File: src/rtl/plot_pkg.sv
// Shared constants and types for the sprite plotter datapath.
package plot_pkg;

  // Screen geometry
  localparam logic [7:0] SCREEN_W  = 8'd160;
  localparam logic [6:0] SCREEN_H  = 7'd120;

  // Sprite geometry
  localparam logic [7:0] BIRD_X    = 8'd40;
  localparam logic [3:0] BIRD_SIZE = 4'd4;
  localparam logic [3:0] PIPE_W    = 4'd8;
  localparam logic [7:0] GAP_H     = 8'd32;

  // Colours
  localparam logic [2:0] BG_COLOUR   = 3'b000;
  localparam logic [2:0] BIRD_COLOUR = 3'b110;
  localparam logic [2:0] PIPE_COLOUR = 3'b010;

  // Pass lengths in plot slots
  localparam int unsigned BIRD_PIXELS  = 16;
  localparam int unsigned PIPE_PIXELS  = 960;
  localparam int unsigned CLEAR_PIXELS = 19200;

  typedef enum logic [2:0] {
    StIdle,
    StClear,
    StClearDone,
    StBird,
    StPipe,
    StDone
  } plot_state_t;

endpackage

File: src/rtl/raster_counter.sv
// Row-major column/row scan counter with a run-time selectable window size.
module raster_counter #(
  parameter int unsigned ColBits = 8,
  parameter int unsigned RowBits = 7
) (
  input  logic               clk,
  input  logic               rst,
  input  logic               clear,
  input  logic               inc,
  input  logic [ColBits-1:0] width,
  input  logic [RowBits-1:0] height,
  output logic [ColBits-1:0] col,
  output logic [RowBits-1:0] row,
  output logic               last
);

  localparam logic [ColBits-1:0] ColOne = 1;
  localparam logic [RowBits-1:0] RowOne = 1;

  logic [ColBits-1:0] col_q;
  logic [RowBits-1:0] row_q;
  logic               col_end;
  logic               row_end;

  assign col_end = (col_q == width - ColOne);
  assign row_end = (row_q == height - RowOne);
  assign last    = col_end && row_end;
  assign col     = col_q;
  assign row     = row_q;

  // Advance column first; on the final column wrap and step the row, wrapping at the window end.
  always_ff @(posedge clk or posedge rst) begin
    if (rst) begin
      col_q <= '0;
      row_q <= '0;
    end else if (clear) begin
      col_q <= '0;
      row_q <= '0;
    end else if (inc) begin
      if (col_end) begin
        col_q <= '0;
        row_q <= row_end ? '0 : row_q + RowOne;
      end else begin
        col_q <= col_q + ColOne;
      end
    end
  end

endmodule

File: src/rtl/sprite_plotter.sv
// Pixel generator: full-screen clear sweep plus bird/pipe erase or draw passes.
module sprite_plotter
  import plot_pkg::*;
(
  input  logic       clk,
  input  logic       reset,
  input  logic       loadEnableDataPath,
  input  logic       oldOrCurrent,
  input  logic       plotEnable,
  input  logic       clrCanvasScreenEnable,
  input  logic       clrCanvasXYOrRetainXYToVGA,
  input  logic [6:0] birdYCur,
  input  logic [6:0] birdYOld,
  input  logic [7:0] pipeXCur,
  input  logic [7:0] pipeXOld,
  input  logic [6:0] gapYCur,
  input  logic [6:0] gapYOld,
  output logic [7:0] x,
  output logic [6:0] y,
  output logic [2:0] colour,
  output logic       writeEn,
  output logic       outputFinish,
  output logic       clrCanvasFinish
);

  plot_state_t state_q, state_d;

  logic [6:0] bird_y_q;
  logic [7:0] pipe_x_q;
  logic [6:0] gap_y_q;
  logic       erase_q;

  logic       clr_strobe;
  logic       load_strobe;
  logic       clear_step;
  logic       sprite_step;

  logic [7:0] cx;
  logic [6:0] cy;
  logic       clr_last;

  logic [3:0] sc;
  logic [6:0] sr;
  logic       spr_last;
  logic [3:0] spr_w;
  logic [6:0] spr_h;

  logic [7:0] bird_x;
  logic [7:0] bird_y_sum;
  logic [8:0] pipe_x_sum;
  logic [7:0] gap_end;
  logic       in_gap;
  logic [7:0] spr_x;
  logic [6:0] spr_y;
  logic [2:0] spr_colour;
  logic       spr_visible;

  // A clear strobe overrides a simultaneous load; neither strobe cycle consumes a pixel slot.
  assign clr_strobe  = clrCanvasScreenEnable;
  assign load_strobe = loadEnableDataPath && !clrCanvasScreenEnable;
  assign clear_step  = plotEnable && !clrCanvasXYOrRetainXYToVGA && (state_q == StClear) &&
                       !clr_strobe && !loadEnableDataPath;
  assign sprite_step = plotEnable && ((state_q == StBird) || (state_q == StPipe)) &&
                       !clr_strobe && !loadEnableDataPath;

  // The sprite counter is reused for both phases; it wraps to (0,0) at the bird/pipe boundary.
  assign spr_w = (state_q == StPipe) ? PIPE_W : BIRD_SIZE;
  assign spr_h = (state_q == StPipe) ? SCREEN_H : {3'd0, BIRD_SIZE};

  raster_counter #(
    .ColBits(8),
    .RowBits(7)
  ) u_clear_cnt (
    .clk   (clk),
    .rst   (reset),
    .clear (clr_strobe),
    .inc   (clear_step),
    .width (SCREEN_W),
    .height(SCREEN_H),
    .col   (cx),
    .row   (cy),
    .last  (clr_last)
  );

  raster_counter #(
    .ColBits(4),
    .RowBits(7)
  ) u_sprite_cnt (
    .clk   (clk),
    .rst   (reset),
    .clear (load_strobe),
    .inc   (sprite_step),
    .width (spr_w),
    .height(spr_h),
    .col   (sc),
    .row   (sr),
    .last  (spr_last)
  );

  // Sprite pixel coordinate, colour and on-screen/out-of-gap visibility for the current slot.
  always_comb begin
    bird_x      = BIRD_X + {4'd0, sc};
    bird_y_sum  = {1'b0, bird_y_q} + {1'b0, sr};
    pipe_x_sum  = {1'b0, pipe_x_q} + {5'd0, sc};
    gap_end     = {1'b0, gap_y_q} + GAP_H;
    in_gap      = ({1'b0, sr} >= {1'b0, gap_y_q}) && ({1'b0, sr} < gap_end);
    spr_x       = bird_x;
    spr_y       = bird_y_sum[6:0];
    spr_visible = (bird_y_sum < {1'b0, SCREEN_H});
    spr_colour  = erase_q ? BG_COLOUR : BIRD_COLOUR;
    if (state_q == StPipe) begin
      spr_x       = pipe_x_sum[7:0];
      spr_y       = sr;
      spr_visible = (pipe_x_sum < {1'b0, SCREEN_W}) && !in_gap;
      spr_colour  = erase_q ? BG_COLOUR : PIPE_COLOUR;
    end
  end

  // Next-state logic: strobes redirect from any state, passes end on their last counted slot.
  always_comb begin
    state_d = state_q;
    if (clr_strobe) begin
      state_d = StClear;
    end else if (load_strobe) begin
      state_d = StBird;
    end else begin
      case (state_q)
        StClear: if (clear_step && clr_last)  state_d = StClearDone;
        StBird:  if (sprite_step && spr_last) state_d = StPipe;
        StPipe:  if (sprite_step && spr_last) state_d = StDone;
        default: state_d = state_q;
      endcase
    end
  end

  // State register and position/mode snapshot taken on load.
  always_ff @(posedge clk or posedge reset) begin
    if (reset) begin
      state_q  <= StIdle;
      bird_y_q <= '0;
      pipe_x_q <= '0;
      gap_y_q  <= '0;
      erase_q  <= 1'b0;
    end else begin
      state_q <= state_d;
      if (load_strobe) begin
        bird_y_q <= oldOrCurrent ? birdYCur : birdYOld;
        pipe_x_q <= oldOrCurrent ? pipeXCur : pipeXOld;
        gap_y_q  <= oldOrCurrent ? gapYCur  : gapYOld;
        erase_q  <= !oldOrCurrent;
      end
    end
  end

  // Registered pixel outputs through the clear/sprite source mux.
  always_ff @(posedge clk or posedge reset) begin
    if (reset) begin
      x       <= '0;
      y       <= '0;
      colour  <= '0;
      writeEn <= 1'b0;
    end else if (!clrCanvasXYOrRetainXYToVGA) begin
      x       <= cx;
      y       <= cy;
      colour  <= BG_COLOUR;
      writeEn <= clear_step;
    end else begin
      x       <= spr_x;
      y       <= spr_y;
      colour  <= spr_colour;
      writeEn <= sprite_step && spr_visible;
    end
  end

  // Finish flags rise with the final pixel and hold until the next relevant strobe.
  always_ff @(posedge clk or posedge reset) begin
    if (reset) begin
      outputFinish    <= 1'b0;
      clrCanvasFinish <= 1'b0;
    end else if (clr_strobe) begin
      outputFinish    <= 1'b0;
      clrCanvasFinish <= 1'b0;
    end else begin
      if (load_strobe) begin
        outputFinish <= 1'b0;
      end else if (sprite_step && spr_last && (state_q == StPipe)) begin
        outputFinish <= 1'b1;
      end
      if (clear_step && clr_last) begin
        clrCanvasFinish <= 1'b1;
      end
    end
  end

endmodule

File: config.mk
export PLATFORM = sky130hd
export DESIGN_NAME = sprite_plotter
export DESIGN_NICKNAME = d
export VERILOG_FILES = /design/src/rtl/plot_pkg.sv /design/src/rtl/raster_counter.sv /design/src/rtl/sprite_plotter.sv
export SDC_FILE = /design/constraint.sdc
export NUM_CORES = 1
export LEC_CHECK = 0
export CAP_MARGIN = 5
export CORE_MARGIN = 8
export CORE_UTILIZATION = 65
export DETAILED_ROUTE_END_ITERATION = 7
export DONT_BUFFER_PORTS = 1
export HOLD_SLACK_MARGIN = 0.02
export PLACE_DENSITY_LB_ADDON = 0.05
export REMOVE_ABC_BUFFERS = 1
export SYNTH_ARGS = -nofsm -noshare
export SYNTH_HDL_FRONTEND = slang
export SYNTH_SLANG_ARGS = --single-unit
export TNS_END_PERCENT = 1
File: constraint.sdc
create_clock -name clk -period 3.7 [get_ports clk]
set_input_delay 0.37 -clock clk [delete_from_list [all_inputs] [get_ports clk]]
set_output_delay 0.37 -clock clk [all_outputs]
set_load 0.03 [all_outputs]
# Word level (Yosys, flattened, before mapping)
# Index checks and enable logic that the tools add are counted.
dict set report totals {
  regBits 73
  elab_cells 111
}
dict set report op_classes {
  n_mux 40
  n_reduce_logical 32
  eq_ne 10
  add_sub_neg 10
  order_cmp 4
}
# cell n
set ops {}
lappend ops {{7-bit two-way mux} 13}
lappend ops {{8-bit two-way mux} 6}
lappend ops {{3-bit two-way mux} 8}
lappend ops {{1-bit logical AND} 16}
lappend ops {{4-bit two-way mux} 4}
lappend ops {{7-bit by 1-bit adder with 7-bit output, second input constant} 2}
lappend ops {{4-bit by 3-bit != test with 1-bit output, second input constant} 3}
lappend ops {{2-bit nonzero test} 5}
lappend ops {{8-bit by 4-bit adder with 9-bit output} 1}
lappend ops {{9-bit by 8-bit less-than comparator with 1-bit output, second input constant} 1}
lappend ops {{3-bit one-hot mux with 3 select lines} 1}
lappend ops {{7-bit by 6-bit adder with 8-bit output, second input constant} 1}
lappend ops {{7-bit by 7-bit adder with 8-bit output} 1}
lappend ops {{8-bit by 1-bit adder with 8-bit output, second input constant} 1}
lappend ops {{8-bit == test, second input constant} 1}
lappend ops {{7-bit by 8-bit less-than comparator with 1-bit output} 1}
lappend ops {{8-bit by 7-bit less-than comparator with 1-bit output, second input constant} 1}
lappend ops {{6-bit by 4-bit adder with 7-bit output, first input constant} 1}
lappend ops {{7-bit == test} 1}
lappend ops {{7-bit == test, second input constant} 1}
lappend ops {{7-bit >= comparator} 1}
lappend ops {{1-bit two-way mux} 7}
lappend ops {{7-bit by 1-bit subtractor with 7-bit output, second input constant} 1}
lappend ops {{1-bit logical NOT} 5}
lappend ops {{12 further kinds} 13}

# Longest topological paths before layout
# Gate-level depths: netlist of the first run.
dict set report depth {
  word_depth 10
  depth_mapped 9
}

# Modules after synthesis
# From an unflattened synthesis of the first run, not the netlist that was laid out.
dict set report unflattened {
  cells_unflattened 555
  area_unflattened_um2 4976.0
}
# mod area_each_um2 seq_area_each_um2 cells_each n_inst
set modules_own_cells {}
lappend modules_own_cells {sprite_plotter 2889.0 1151.1 313 1}
lappend modules_own_cells {{raster_counter at u_clear_cnt} 1233.7 375.4 143 1}
lappend modules_own_cells {{raster_counter at u_sprite_cnt} 853.3 275.3 99 1}

# Worst setup path before layout of the first run
# No wires, ideal clock.
dict set report synth_timing {
  kind {register -> register}
  startpoint {reg u_sprite_cnt.col_q[0], in the netlist u_sprite_cnt.col[0]}
  endpoint {reg writeEn}
  t_required_ns 3.580
  n_path_buf 0
  path_stages_with_launch 10
  arrival_ns 2.027
  synth_period_minus_slack_ns 2.148
  path_slack_ns 1.552
  setup_time_ns 0.120
  cell_sequence {dfrtp_1 -> ha_1 -> inv_1 -> fa_1 -> nand2b_1 -> a21oi_1 -> xor2_1 -> o2bb2ai_1 -> or3_1 -> o211a_1}
}
dict set report synth_between {
  elab_chain_cells 6
}
# item line_no
set synth_lines {}
lappend synth_lines {{start, declared} raster_counter.sv:20} ;# logic [ColBits-1:0] col_q;
lappend synth_lines {{start signal, assigned} raster_counter.sv:44} ;# col_q <= col_q + ColOne;
lappend synth_lines {{8-bit by 4-bit adder with 9-bit output} sprite_plotter.sv:104} ;# pipe_x_sum = {1'b0, pipe_x_q} + {5'd0, sc};
lappend synth_lines {{9-bit by 8-bit less-than comparator with 1-bit output} sprite_plotter.sv:114} ;# spr_visible = (pipe_x_sum < {1'b0, SCREEN_W}) && !in_gap;
lappend synth_lines {{1-bit logical AND} sprite_plotter.sv:114}
lappend synth_lines {{1-bit two-way mux} sprite_plotter.sv:111} ;# if (state_q == StPipe) begin
lappend synth_lines {{1-bit logical AND} sprite_plotter.sv:171} ;# writeEn <= sprite_step && spr_visible;
lappend synth_lines {{1-bit two-way mux} sprite_plotter.sv:162} ;# end else if (!clrCanvasXYOrRetainXYToVGA) begin
lappend synth_lines {{end signal, assigned} sprite_plotter.sv:166} ;# writeEn <= clear_step;
lappend synth_lines {{end signal, assigned} sprite_plotter.sv:171}
lappend synth_lines {{end, declared} sprite_plotter.sv:21} ;# output logic writeEn,
# No other way between the ends.
# A chain may end at the register's enable or synchronous reset.

# Worst setup path after layout of the first run
# Ends and elaborated chain as after synthesis.

==> results.json, run 1 <==
{
  "outcome": "complete, no violations",
  "fin_tns_setup_ns": 0,
  "die_w_um": 97.2,
  "hold_class": "primary input to async pin",
  "core_um2": 6350,
  "relSlewSlack": 0.455,
  "p_switching_uw": 498,
  "antenna_found_initial": 0,
  "cts_buffers": 9,
  "crit_arrival_ns": 2.65,
  "grt_max_degree": 49,
  "maxSlewViolCount": 0,
  "clock-skew-final_ns": 0.00943,
  "worstPathCellList": "ha_1, inv_1, fa_1, nand2b_1, a21oi_1, xor2_1, o2bb2ai_1, or3_1, o211a_1",
  "clkSinkCount": 72,
  "first_pass_iters": 5,
  "totalWireLength_mm": 9.43,
  "fillers": 481,
  "cp-startpoint": "u_sprite_cnt.col[0]",
  "startpoint_type": "flop",
  "synth_edf_count": 0,
  "initial_core_util": 0.675,
  "nets": 535,
  "ctsHoldBuffers": 0,
  "cts_resized": 0,
  "powerDensity_nw_per_um2": 399,
  "die-area_um2": 9450,
  "worstReg2RegEnd": "writeEn",
  "place_congestion": 0.863,
  "synth_area_um2": 4290,
  "regToRegStartpoint": "u_sprite_cnt.col[0]",
  "vias": 3298,
  "crit_type": "flop to flop",
  "async_reset_ff_frac": 1.00,
  "design_area_um2": 4520,
  "die_h_um": 97.2,
  "first_iter_violations": 268,
  "maxCapViolations": 0,
  "tightest_slew_ns": 0.816,
  "vias_per_cell": 6.12,
  "n_antenna_cell": 0,
  "wl_per_cell_um": 17.5,
  "fin_crit_ns": 2.41,
  "htreeDepth": 3,
  "p_sw_frac": 0.276,
  "endpoint": "writeEn",
  "crit_fanout": 5,
  "p_leak_uw": 0.00210,
  "syn-mean-instance-area_um2": 9.16,
  "p_seq_frac": 0.500,
  "max_stage_delay_ns": 0.45,
  "grt_overflow": 0,
  "cts_setup_buffers": 0,
  "worst-r2r-setup-slack_ns": 1.29,
  "end_kind": "flop",
  "pwr-share-comb": 0.114,
  "hold_viol_final": 0,
  "area_growth_pct": 5.48,
  "rows": 29,
  "synth_top_area_share": 0.420,
  "min_period_over_period": 0.651,
  "cts_tree": "done",
  "synthCells": 468,
  "ys_top_cells_by_area": "dfrtp_1 (42%), ha_1 (7.3%), mux2i_1 (5.6%)",
  "synth.largest_area_cell": "dfrtp_1",
  "synth_cell_type_count": 60,
  "cp_slowest_cell": "dfrtp_1",
  "drc": 0,
  "place_hpwl_mm": 6.91,
  "max_freq_mhz": 415,
  "port_buffers": 0,
  "synth_warnings": 0,
  "utilization": 0.713,
  "first_global_vias": 3319,
  "r2r_cells": 9,
  "placed_area_um2": 4300,
  "ir_worst_vdd_v": 0.000235,
  "ys_seq_elements": 72,
  "ant_nets": 0,
  "yosysSeqAreaShare": 0.420,
  "clkLatencyLatePin_ns": 0.35,
  "cts_buffer_depth": 2,
  "cts.clk_slew.worst_paths_ns": 0.08,
  "pwr-share-clk": 0.386,
  "rsz0062_at_grt": "false",
  "critPathRequiredTime_ns": 3.94,
  "root_buffer": "clkbuf_8",
  "grt_pass1_wl_mm": 16.2,
  "ioPinCount": 72,
  "ys.flop_type": "dfrtp_1",
  "setup_viol": 0,
  "yosysMostFrequentCell": "dfrtp_1",
  "synthTopCellsByCount": "dfrtp_1 (72), nand2_1 (60), nor2_1 (49), o21ai_0 (43), ha_1 (25)",
  "drive_gt1_frac": 0.0693,
  "p_int_uw": 1310,
  "grt_use_total": 0.206
}
==> critical path: cells and delay by family (launching register included) <==
kind            cells  cell delay (ns)
xor+xnor            1             0.19
buf+inv             1             0.06
fa+ha+maj           2             0.59
flops               1             0.45
compound gates      3             0.52
simple gates        2             0.49
==> metal layers <==
metal | up-vias | global-route usage | part of all wire
met3 | 11 | 0.0363 | 0.036
li1 | 1630 | - | -
met1 | 1569 | 0.283 | 0.49
met4 | 0 | 0.0699 | 0.014
met5 | - | 0 | 0
met2 | 88 | 0.320 | 0.46
==> how the worst min path moves through the flow <==
| stage | end | slack (ns) | depth (start not counted) |
|---|---|---|---|
| floorplan | colour[1] | 0.41 | 1 |
| global placement | colour[1] | 0.43 | 1 |
| detailed placement | colour[1] | 0.43 | 1 |
| CTS | u_clear_cnt.col[1] | 0.06 | 1 |
| global route | clrCanvasFinish | 0.06 | 1 |
| finish | bird_y_q[3] | 0.05 | 1 |
==> stage by stage <==
| step | hold WS [ns] | cells | setup slack, ns | total power (µW) |
|---|---|---|---|---|
| 6_report | 0.0495 | 539 | 1.29 | 1810 |
| 3_3_place_gp | 0.425 | 523 | 1.42 | 1110 |
| 3_5_place_dp | 0.426 | 523 | 1.32 | 1120 |
| 5_1_grt | 0.0603 | 539 | 1.12 | 1890 |
| 4_1_cts | 0.0642 | 539 | 1.29 | 1820 |
| 2_1_floorplan | 0.410 | 443 | 1.34 | 1070 |
==> flip-flops by register name (all words and copies together), names as in the netlist, 7 cells and up <==
signal,count
bird_y_q,7
gap_y_q,7
pipe_x_q,8
u_clear_cnt.col,8
u_clear_cnt.row,7
u_sprite_cnt.row,7
x,8
y,7
==> kinds of logic (layout without fill, tap and decap cells) <==
group | after synthesis | in the layout | synth area share
and+or+nand+nor | 171 | 171 | 0.194
AOI/OAI and AO/OA | 106 | 106 | 0.155
DFF | 72 | 72 | 0.420
buffers and inverters | 43 | 37 | 0.0400
adders and majority gates | 27 | 27 | 0.0823
muxes | 27 | 27 | 0.0648
xor gates and xnor gates | 21 | 21 | 0.0429
other | 1 | 1 | 0.000874
==> power groups by stage <==
stage,combinational [µW],clock (µW),sequential [µW]
after floorplan,162,0,909
after CTS,206,711,905
after global placement,195,0,919
after global routing,236,740,913
final,205,697,904
after detailed placement,204,0,920
==> layout make-up <==
| class | instances | area, µm² | area share |
|---|---|---|---|
| Multi-Input combinational cell | 353 | 2320 | 0.512 |
| Sequential cell | 72 | 1800 | 0.398 |
| Clock buffer | 10 | 128 | 0.0282 |
| Tap cell | 77 | 96.3 | 0.0213 |
| Clock inverter | 6 | 92.6 | 0.0205 |
| Inverter | 18 | 67.6 | 0.0149 |
| Timing Repair Buffer | 3 | 22.5 | 0.00498 |
==> layout by cell type, fill, tap and decap left out, types with 3 or more instances in the layout <==
master      n
or3_1       4
xor2_1     11
a21oi_1    21
inv_1      16
nand4_1     4
nand2b_1    5
nor3_1      5
or4_1       3
nand2_1    60
dfrtp_1    72
nor2_1     49
nand3_1    12
buf_4       3
mux2i_1    24
ha_1       25
and3_1      6
o21ai_0    43
o31ai_1     4
o2111ai_1   4
o211a_1     3
clkbuf_8    9
xnor2_1    10
a31oi_1     9
nor2b_1     6
Note: power is estimated with default switching activity, not from simulation.
==> run 2: changes to the inputs <==
Settings changed: CORE_UTILIZATION 65 to 58.
Clock period 3.7 ns to 2 ns, I/O delays scaled along.
==> results.json, run 2 (synthesized netlist as in run 1, its figures left out) <==
{
  "wl_per_cell_um": 17.1,
  "p_int_uw": 2630,
  "cts_tree": "done",
  "dp.cells": 591,
  "rows": 31,
  "whs_ns": 0.0443,
  "whs_endpoint": "gap_y_q[4]",
  "ir_worst_vdd_v": 0.000469,
  "maxSlewViolCount": 0,
  "powerDensity_nw_per_um2": 699,
  "drc": 0,
  "first_global_vias": 3332,
  "fin_tns_setup_ns": -0.131,
  "ioPinCount": 72,
  "r2r_cells": 8,
  "ant_nets": 0,
  "crit_fanout": 2,
  "clkSinkCount": 72,
  "end_kind": "flop",
  "pwr-share-comb": 0.131,
  "violations": "setup timing",
  "setup_viol": 2,
  "p_sw_frac": 0.266,
  "hp-start": "gapYOld[4]",
  "vias_per_cell": 5.78,
  "first_pass_iters": 4,
  "totalWireLength_mm": 10.5,
  "core_um2": 7210,
  "worstReg2RegEnd": "writeEn",
  "root_buffer": "clkbuf_8",
  "postLayoutSetupSlackWorst_ns": -0.109,
  "clkLatencyLatePin_ns": 0.35,
  "grt_overflow": 0,
  "critPathRequiredTime_ns": 2.24,
  "grt_max_degree": 73,
  "hold_class": "primary input to flop",
  "cts.clk_slew.worst_paths_ns": 0.08,
  "min_period_over_period": 1.05,
  "outcome": "finished with violations",
  "pwr-share-clk": 0.402,
  "mostFrequentLayoutCells": "dfrtp_1 (72), nand2_1 (59), nor2_1 (49), buf_4 (49), o21ai_0 (41)",
  "utilization": 0.710,
  "grt_pass1_wl_mm": 16.6,
  "seqCellArea_um2": 1800,
  "place_hpwl_mm": 7.51,
  "grt_use_total": 0.204,
  "maxCapViolations": 0,
  "final_cells": 615,
  "port_buffers": 0,
  "initial_core_util": 0.595,
  "p_seq_frac": 0.467,
  "worstPathCellList": "ha_4, fa_2, a211oi_2, o21bai_1, a21oi_2, xnor2_2, a41oi_2, o211a_1",
  "multi_input_area_um2": 2420,
  "p_switching_uw": 951,
  "tightest_slew_ns": 0.874,
  "layout_commonest_cell": "dfrtp_1",
  "worst-path-stages": 8,
  "rsz0062_at_grt": "true",
  "regToRegStartpoint": "bird_y_q[0]",
  "cts_buffer_depth": 2,
  "p_leak_uw": 0.00241,
  "min_path_cells": 2,
  "startpoint_type": "flop",
  "crit_type": "flop to flop",
  "cts_buffers": 9,
  "crit_arrival_ns": 2.35,
  "design_area_um2": 5120,
  "drive_gt1_frac": 0.194,
  "nets": 589,
  "n_antenna_cell": 0,
  "area_growth_pct": 19.4,
  "max_freq_mhz": 474,
  "die_w_um": 102,
  "vias": 3552,
  "htreeDepth": 3,
  "cp_slowest_cell": "dfrtp_1",
  "fillers": 566,
  "die_h_um": 102,
  "first_iter_violations": 147,
  "hold_viol_final": 0,
  "die-area_um2": 10400,
  "clock-skew-final_ns": 0.0119,
  "placed_area_um2": 4690,
  "fin_crit_ns": 2.11,
  "worst-r2r-setup-slack_ns": -0.11,
  "max_stage_delay_ns": 0.41,
  "relSlewSlack": 0.416,
  "place_congestion": 0.857,
  "antenna_found_initial": 0,
  "path_delay_family": "compound AO/OA/AOI/OAI gates",
  "critPathBufInv": 0
}
run 2: changes by cell type in the layout (fill, tap and decap cells not counted), sizes merged:
| cell | before | now |
|---|---|---|
| clkbuf | 10 | 11 |
| clkinvlp | 2 | 0 |
| inv | 19 | 18 |
| clkinv | 1 | 2 |
| buf | 3 | 51 |
| dlygate4sd3 | 0 | 6 |
| bufinv | 2 | 3 |
run 2: what timing repair did:
item	CTS	global route
resized for setup	7	19
pin swaps	7	12
hold buffers	6	0
endpoints found under the setup margin	7	18
hold endpoints to repair	96	0
buffers inserted	0	2
run 2: final cells by class:
| class | count | share of cell area |
|---|---|---|
| timing repair buffer | 57 | 0.0897 |
| inverter | 18 | 0.0132 |
| sequential | 72 | 0.352 |
| clock buffer | 11 | 0.0276 |
| clock inverter | 5 | 0.0203 |
| multi-input combinational | 353 | 0.473 |
| tap | 99 | 0.0242 |
run 2: per-layer routing:
metal  part of all wire  global-route usage  vias up
li1                   -                   -     1741
met1               0.45               0.276     1696
met2               0.48               0.311      105
met3              0.054              0.0484       10
met4              0.012              0.0745        0
met5                  0                   0        -
run 2: stage by stage:
step                      worst slack, ns  total power (µW)
after floorplan                    -0.364              1980
after global placement             -0.235              2100
after detailed placement           -0.280              2120
after CTS                          -0.138              3580
after global routing               -0.201              3740
final                              -0.109              3580
run 2: how the worst max path moves through the flow:
stage                       to  slack [ns]        start
floorplan           state_q[0]       -0.36   state_q[1]
global placement       writeEn       -0.23  bird_y_q[0]
detailed placement     writeEn       -0.28  bird_y_q[0]
CTS                    writeEn       -0.14  bird_y_q[0]
global route           writeEn       -0.20  bird_y_q[0]
finish                 writeEn       -0.11  bird_y_q[0]
run 2: power by group through the flow:
| stage | Combinational, µW | Sequential [µW] | Clock, µW |
|---|---|---|---|
| after global placement | 406 | 1700 | 0 |
| after global routing | 528 | 1680 | 1530 |
| after detailed placement | 422 | 1700 | 0 |
| after CTS | 450 | 1670 | 1460 |
| final | 468 | 1670 | 1440 |
| after floorplan | 299 | 1680 | 0 |
